[src/rtl/reg_bank_arbiter_pkg.sv]
// Shared definitions for the register-bank write arbiter.
//   - Default geometry of the bank (WIDTH/DEPTH/ADDR_W).
//   - Arbiter FSM state encoding.
package reg_bank_arbiter_pkg;

    localparam int WIDTH_DEF  = 8;
    localparam int DEPTH_DEF  = 4;
    localparam int ADDR_W_DEF = 2;

    typedef enum logic [1:0] {
        ST_IDLE = 2'b00,
        ST_WR0  = 2'b01,
        ST_WR1  = 2'b10
    } state_e;

endpackage

[src/rtl/reg_bank_arbiter_reg_word.sv]
// reg_word: WIDTH-bit register with synchronous active-low clear and
// write enable. Clear has priority over the write.
//   clk_i   rising-edge clock
//   clr_ni  synchronous clear, active-low
//   we_i    write enable
//   d_i     write data
//   q_o     registered value
module reg_word #(
    parameter int WIDTH = 8
) (
    input  logic             clk_i,
    input  logic             clr_ni,
    input  logic             we_i,
    input  logic [WIDTH-1:0] d_i,
    output logic [WIDTH-1:0] q_o
);

    logic [WIDTH-1:0] word_q;

    always_ff @(posedge clk_i) begin
        if (!clr_ni) begin
            word_q <= '0;
        end else if (we_i) begin
            word_q <= d_i;
        end
    end

    assign q_o = word_q;

endmodule

[src/rtl/reg_bank_arbiter.sv]
// reg_bank_arbiter: register bank with one shared write port arbitrated
// round-robin between two requesters, plus a combinational read port.
//   clk          rising-edge clock
//   clr          synchronous reset, active-low
//   req0/addr0/data0, gnt0   requester 0 (ALU writeback)
//   req1/addr1/data1, gnt1   requester 1 (load/immediate)
//   rd_addr/rd_data          combinational read port (no write bypass)
//   busy                     high whenever a write cycle is in progress
module reg_bank_arbiter
    import reg_bank_arbiter_pkg::*;
#(
    parameter int WIDTH  = WIDTH_DEF,
    parameter int DEPTH  = DEPTH_DEF,
    parameter int ADDR_W = ADDR_W_DEF
) (
    input  logic              clk,
    input  logic              clr,
    input  logic              req0,
    input  logic [ADDR_W-1:0] addr0,
    input  logic [WIDTH-1:0]  data0,
    output logic              gnt0,
    input  logic              req1,
    input  logic [ADDR_W-1:0] addr1,
    input  logic [WIDTH-1:0]  data1,
    output logic              gnt1,
    input  logic [ADDR_W-1:0] rd_addr,
    output logic [WIDTH-1:0]  rd_data,
    output logic              busy
);

    state_e            state_q, state_d;
    logic              lp_q, lp_d;         // last served requester
    logic [ADDR_W-1:0] hold_addr_q, hold_addr_d;
    logic [WIDTH-1:0]  hold_data_q;
    logic              latch_en;
    logic              latch_sel1;         // 1: latch requester 1's operands
    logic              wr_active;
    logic [WIDTH-1:0]  bank_q [DEPTH];

    // Next-state logic. A requester currently in its WR cycle is never
    // re-eligible, so ties only arise from IDLE and are broken by ~lp.
    always_comb begin
        state_d    = state_q;
        lp_d       = lp_q;
        latch_en   = 1'b0;
        latch_sel1 = 1'b0;
        case (state_q)
            ST_IDLE: begin
                if (req0 && req1) begin
                    latch_en   = 1'b1;
                    latch_sel1 = ~lp_q;
                    state_d    = lp_q ? ST_WR0 : ST_WR1;
                end else if (req0) begin
                    latch_en = 1'b1;
                    state_d  = ST_WR0;
                end else if (req1) begin
                    latch_en   = 1'b1;
                    latch_sel1 = 1'b1;
                    state_d    = ST_WR1;
                end
            end
            ST_WR0: begin
                lp_d = 1'b0;
                if (req1) begin
                    latch_en   = 1'b1;
                    latch_sel1 = 1'b1;
                    state_d    = ST_WR1;
                end else begin
                    state_d = ST_IDLE;
                end
            end
            ST_WR1: begin
                lp_d = 1'b1;
                if (req0) begin
                    latch_en = 1'b1;
                    state_d  = ST_WR0;
                end else begin
                    state_d = ST_IDLE;
                end
            end
            default: state_d = ST_IDLE;
        endcase
    end

    always_comb begin
        hold_addr_d = hold_addr_q;
        if (latch_en) begin
            hold_addr_d = latch_sel1 ? addr1 : addr0;
        end
    end

    always_ff @(posedge clk) begin
        if (!clr) begin
            state_q     <= ST_IDLE;
            lp_q        <= 1'b1;
            hold_addr_q <= '0;
        end else begin
            state_q     <= state_d;
            lp_q        <= lp_d;
            hold_addr_q <= hold_addr_d;
        end
    end

    reg_word #(.WIDTH(WIDTH)) u_hold_data (
        .clk_i  (clk),
        .clr_ni (clr),
        .we_i   (latch_en),
        .d_i    (latch_sel1 ? data1 : data0),
        .q_o    (hold_data_q)
    );

    assign wr_active = (state_q != ST_IDLE);

    // The clear on each word wins over the write, so a WR cycle that
    // coincides with reset is dropped.
    for (genvar i = 0; i < DEPTH; i++) begin : g_bank
        reg_word #(.WIDTH(WIDTH)) u_word (
            .clk_i  (clk),
            .clr_ni (clr),
            .we_i   (wr_active && (hold_addr_q == ADDR_W'(i))),
            .d_i    (hold_data_q),
            .q_o    (bank_q[i])
        );
    end

    assign gnt0    = (state_q == ST_WR0);
    assign gnt1    = (state_q == ST_WR1);
    assign busy    = wr_active;
    assign rd_data = bank_q[rd_addr];

endmodule

[config.mk]
export PLATFORM = sky130hd
export DESIGN_NAME = reg_bank_arbiter
export DESIGN_NICKNAME = d
export VERILOG_FILES = /design/src/rtl/reg_bank_arbiter_pkg.sv /design/src/rtl/reg_bank_arbiter_reg_word.sv /design/src/rtl/reg_bank_arbiter.sv
export SDC_FILE = /design/constraint.sdc
export NUM_CORES = 1
export LEC_CHECK = 0
export CORE_MARGIN = 2
export CORE_UTILIZATION = 25
export DETAILED_ROUTE_END_ITERATION = 10
export PLACE_DENSITY = 0.47
export REMOVE_ABC_BUFFERS = 1
export SYNTH_ARGS = -nofsm -noshare
export SYNTH_HDL_FRONTEND = slang
export SYNTH_SLANG_ARGS = --single-unit
[constraint.sdc]
create_clock -name clk -period 2.39 [get_ports clk]
set_input_delay 0.478 -clock clk [delete_from_list [all_inputs] [get_ports clk]]
set_output_delay 0.478 -clock clk [all_outputs]
set_load 0.01 [all_outputs]
### Word level (Yosys, flattened, before mapping)

Index checks and enable logic that the tools add are counted.
W data, S select, Z words.

| storage, ports and cells | value |
|---|---|
| bits of input ports | 26 |
| register bits | 45 |
| output and inout port bits | 11 |
| word-level logic and storage cells | 47 |

| operators by class | value |
|---|---|
| order comparisons | 1 |
| equal/unequal tests | 6 |
| mux-type cells | 21 |
| bitwise operators | 2 |
| reductions and logical operators | 9 |

Operators with widths:

| cell | count |
|---|---|
| $mux W8 | 3 |
| $bmux W8 S2 | 1 |
| $mux W2 | 6 |
| $mux W1 | 7 |
| $eq A2 B2 Y1 const B | 3 |
| $pmux W2 S3 | 1 |
| $logic_and A1 B1 Y1 | 5 |
| $eq A2 B1 Y1 const B | 2 |
| $logic_not A2 Y1 | 2 |
| $ne A4 B4 Y1 const B | 1 |
| $pmux W1 S2 | 2 |
| $reduce_bool A2 Y1 | 2 |
| $ge A3 B3 Y1 const B | 1 |
| $not A2 Y3 | 1 |
| $pmux W1 S3 | 1 |
| $not A1 Y1 | 1 |

### Logic depth before layout (Yosys ltp)

| depth | value |
|---|---|
| depth in word-level cells | 5 |
| depth in mapped cells | 8 |
| depth with buffers taken out | 6 |

### Modules after synthesis

Synthesis repeated with hierarchy kept, for this count alone.

| second synthesis, totals | value |
|---|---|
| cells, all modules | 184 |
| area, all modules | 2143.3 um2 |

By module, submodules not included:

| module | times used | area each (um2) | seq. area each (um2) | cells an instance |
|---|---|---|---|---|
| reg_word | 5 | 301.5 | 160.2 | 25 |
| reg_bank_arbiter | 1 | 635.6 | 100.1 | 59 |

### Worst setup path before layout

No wires, ideal clock.

| timing path | value |
|---|---|
| path kind | input to output |
| from | input port rd_addr[1] |
| to | output port rd_data[0] |
| required time | 1912 ps |
| arrival | 1266 ps |
| buffers on the path | 1 |
| cell stages on the path | 2 |
| path slack | 646 ps |
| cell sequence | buf_2 > mux4_2 |

| between the ends | value |
|---|---|
| word-level cells in the longest chain between the ends | 4 |

RTL lines:

| element | RTL line | text |
|---|---|---|
| from (decl) | reg_bank_arbiter.sv:26 | `input logic [ADDR_W-1:0] rd_addr,` |
| $not A2 Y3 (not written as such) | reg_bank_arbiter.sv:129 | `assign rd_data = bank_q[rd_addr];` |
| $bmux W8 S2 | reg_bank_arbiter.sv:129 |  |
| $mux W8 (not written as such) (2 in series) | reg_bank_arbiter.sv:129 |  |
| to (decl) | reg_bank_arbiter.sv:27 | `output logic [WIDTH-1:0] rd_data,` |

No other way between the ends. The select of a mux whose other input is x is not followed.

### Worst setup path after layout

| timing path | value |
|---|---|
| from | register state_q[0] |
| to | output port busy |

| between the ends | value |
|---|---|
| word-level cells in the longest chain between the ends | 1 |

RTL lines:

| element | RTL line | text |
|---|---|---|
| from (decl) | reg_bank_arbiter.sv:31 | `state_e state_q, state_d;` |
| from (signal assigned) | reg_bank_arbiter.sv:98 | `state_q <= state_d;` |
| $reduce_bool A2 Y1 | reg_bank_arbiter.sv:112 | `assign wr_active = (state_q != ST_IDLE);` |
| to (decl) | reg_bank_arbiter.sv:28 | `output logic busy` |

No other way between the ends.

==> results by group <==
Status
  – Status: completed

Place
  – Pre-CTS setup slack: -257.2 ps
  – IO Port Bufs: 36
  – HPWL after detailed placement: 3035 um
  – Placed inst area: 2587 um2
  – RD Place Congestion: 0.6652

Synthesis
  – Synth unique cells: 24
  – Post-Syn Area: 2090 um2
  – Yosys reg bits: 45
  – Synth Instances: 187
  – Synth Area per Inst: 11.17 um2
  – Synth warn: 0
  – Sequential element share of the synthesized area: 0.4311

Critical path
  – Critical Setup Path Class: flop to output port
  – CP delay by family, top: buffers and inverters
  – WP data required: 1910 ps
  – Cell repeated most along the worst path: inv_1
  – Slowest stage delay, CP: 550 ps
  – Crit start category: flop
  – Arrival time at the worst endpoint: 1720 ps
  – Crit-path slowest cell: clkdlybuf4s50_1
  – Worst-path fanout max: 9
  – Crit-path cells: inv_1, ha_2, inv_1, clkdlybuf4s50_1
  – Worst Setup End Kind: output port
  – CP bufs+invs: 3

Routing
  – Iter 0 DRT Violations: 60
  – Drt first pass iters: 3
  – Routed WL: 4686 um
  – Vias per inst: 4.302
  – Routed len/inst: 14.16 um
  – Routed Antenna Nets: 0
  – Drt drc: 0
  – Via Count: 1,424

Floorplan
  – IO Pins: 37
  – Die W: 95.42 um
  – Die Y: 95.42 um
  – Row cnt: 33
  – Core area: 8175 um2
  – Starting Density: 0.2556
  – Die ar.: 9105 um2

Cells and area
  – Fill count: 866
  – Final Util: 0.3260
  – Layout area overhead: 27.55%
  – Share of cells above drive strength 1: 0.1150
  – Final layout net count: 255
  – Fin area: 2665 um2
  – Antenna cell count: 0

STA
  – Post-route setup slack: 195.0 ps
  – Worst-margin pin slew: 649.5 ps
  – Hold Slack: 519.1 ps
  – Fin crit share: 0.9184
  – Setup Skew: 5.245 ps
  – Final max-slew violation count: 0
  – RSZ-0062 raised after global routing: no
  – Relative slew slack: 0.5656
  – Highest clock rate: 455.6 MHz
  – Post-layout min period: 2195 ps
  – # setup viols final: 0
  – Fin. Hold Viols: 0

GRT
  – First-pass GRT wire length: 7307 um
  – Number of global-route vias before repair: 1,377
  – Total track usage: 0.1092
  – Largest net degree at the start of global routing: 46
  – Global route overflow: 0
  – Initial antenna violation count: 0

Worst hold path
  – HP Class: flop to flop

Clocking
  – Clk_lat worst skew: 290 ps
  – Num Clock Sinks: 45
  – H-tree level count: 2
  – CTS max path bufs: 2
  – CTS clk-pin slew, worst paths: 80 ps
  – CTS root buf: clkbuf_8
  – CTS tree: built
  – TritonCTS Buffers: 5

Power and ir drop
  – Leakage Power: 1.018 nW
  – Seq pwr share: 0.524
  – Sw power: 441.1 uW
  – Combinational share of power: 0.197
  – Internal power: 1.178 mW
  – VDD IR max: 0.2240 mV
  – Clock Power Share: 0.279
  – Switching Fraction: 0.2724
  – Total power: 1.619 mW
  – Cell Pwr Density: 607.6 nW/um2

Flow run
  – Max-Cap Viols: 0
[path summary, 6_finish.rpt]
path                      startpoint                       to  slack [ps]  cells past startpoint
max reg2reg               state_q[0]       u_hold_data.q_o[0]         650                      7
max                       state_q[0]                     busy         190                      4
min          g_bank[1].u_word.q_o[0]  g_bank[1].u_word.q_o[0]         520                      2
min reg2reg  g_bank[1].u_word.q_o[0]  g_bank[1].u_word.q_o[0]         520                      2
[through the flow]
step | TNS, ps | cells
2_1_floorplan | 0 | 175
3_3_place_gp | -1898 | 323
3_5_place_dp | -1966 | 323
4_1_cts | 0 | 331
5_1_grt | 0 | 331
6_report | 0 | 331
[worst register-to-register path, stage by stage, from the launching register on]
cell	delay, ps
dfxtp_1	390
inv_1	90
ha_2	260
a21boi_4	160
o21ai_4	110
buf_4	260
mux2i_1	260
a21oi_1	90
[layout by cell type (no fill, tap or decap)]
cell             netlist  routed
buf_12                 0       2
dfxtp_1               45      45
clkbuf_1               4       3
inv_1                  4       4
a21boi_0               1       1
nor2b_1               33      33
nand2_1                1       1
buf_4                  2       5
ha_2                   0       1
nor2_1                 1       1
nor3_4                 1       1
nand3_1                2       2
a21boi_4               1       1
clkdlybuf4s15_2        0       1
ha_1                   4       3
clkbuf_8               0       5
dlygate4sd2_1          0       5
o21ai_0               14      14
nor3b_1                2       2
o211ai_1               1       1
o21ai_4                1       1
a21oi_1               12      12
and2_1                 1       1
clkdlybuf4s15_1        0       3
nand3_2                1       1
mux4_2                 8       8
clkdlybuf4s50_1        0      27
mux2i_1               42      42
[cells by family (layout without fill, tap and decap cells)]
kind of cell | count (synthesis) | after routing | share of synthesized area
buffers and inverters | 16 | 55 | 0.04131
AOI/OAI and AO/OA | 30 | 30 | 0.08624
DFF | 45 | 45 | 0.4311
and+or+nand+nor | 42 | 42 | 0.1299
adders and majority gates | 4 | 4 | 0.02395
muxes | 50 | 50 | 0.2874
[flip-flops by register name (all words and copies together) (netlist names)]
| signal | flops |
|---|---|
| g_bank.u_word.q_o | 32 |
| lp_q | 1 |
| hold_addr_q | 2 |
| u_hold_data.q_o | 8 |
| state_q | 2 |
[what timing repair did]
| action | 4_1_cts | 5_1_grt |
|---|---|---|
| endpoints found under the setup margin | 8 | 1 |
| buffers inserted | 0 | 0 |
| resized for setup | 14 | 1 |
| hold buffers | 0 | 0 |
[routing by layer]
layer / wire (um) / share of wire / GRT usage / up-vias
li1: - / - / - / 731
met1: 2220 / 0.47 / 0.1392 / 666
met2: 2244 / 0.48 / 0.1802 / 21
met3: 141 / 0.030 / 0.02134 / 6
met4: 79 / 0.017 / 0.04643 / 0
met5: 0 / 0 / 0 / -
[synth_stat cells]
master    instances  area, um2
o21ai_0          14      70.07
nor2b_1          33      206.5
nor3_4            1      16.27
buf_4             2      15.01
mux2i_1          42      420.4
nand2_1           1      3.750
nand3_2           1      10.01
and2_1            1      6.260
nand3_1           2      10.01
dfxtp_1          45      900.9
nor2_1            1      3.750
buf_6             2      22.52
o21ai_4           1      16.27
mux4_2            8      180.2
ha_1              4      50.05
a21oi_1          12      60.06
a21boi_0          1      7.510
clkbuf_1          4      15.01
a21boi_4          1      18.77
nor3b_1           2      15.01
o211ai_1          1      7.510
buf_2             3      15.01
inv_1             4      15.01
buf_1             1      3.750
[power groups by stage]
stage	combinational, mW	clock (mW)	sequential (mW)
detailed placement	0.328	0	0.866
floorplan	0.188	0	0.850
global route	0.352	0.499	0.857
finish	0.319	0.452	0.848
global placement	0.325	0	0.866
CTS	0.326	0.473	0.849
[cell type report]
class | count | area [um2] | share of cell area
Timing Repair Buffer | 43 | 432.9 | 0.1624
Inverter | 4 | 15.01 | 0.005634
Clock buffer | 8 | 80.08 | 0.03005
Multi-Input combinational cell | 126 | 1105 | 0.4146
Tap cell | 105 | 131.4 | 0.04930
Sequential cell | 45 | 900.9 | 0.3380
Note: power is estimated with default switching activity, not from simulation.
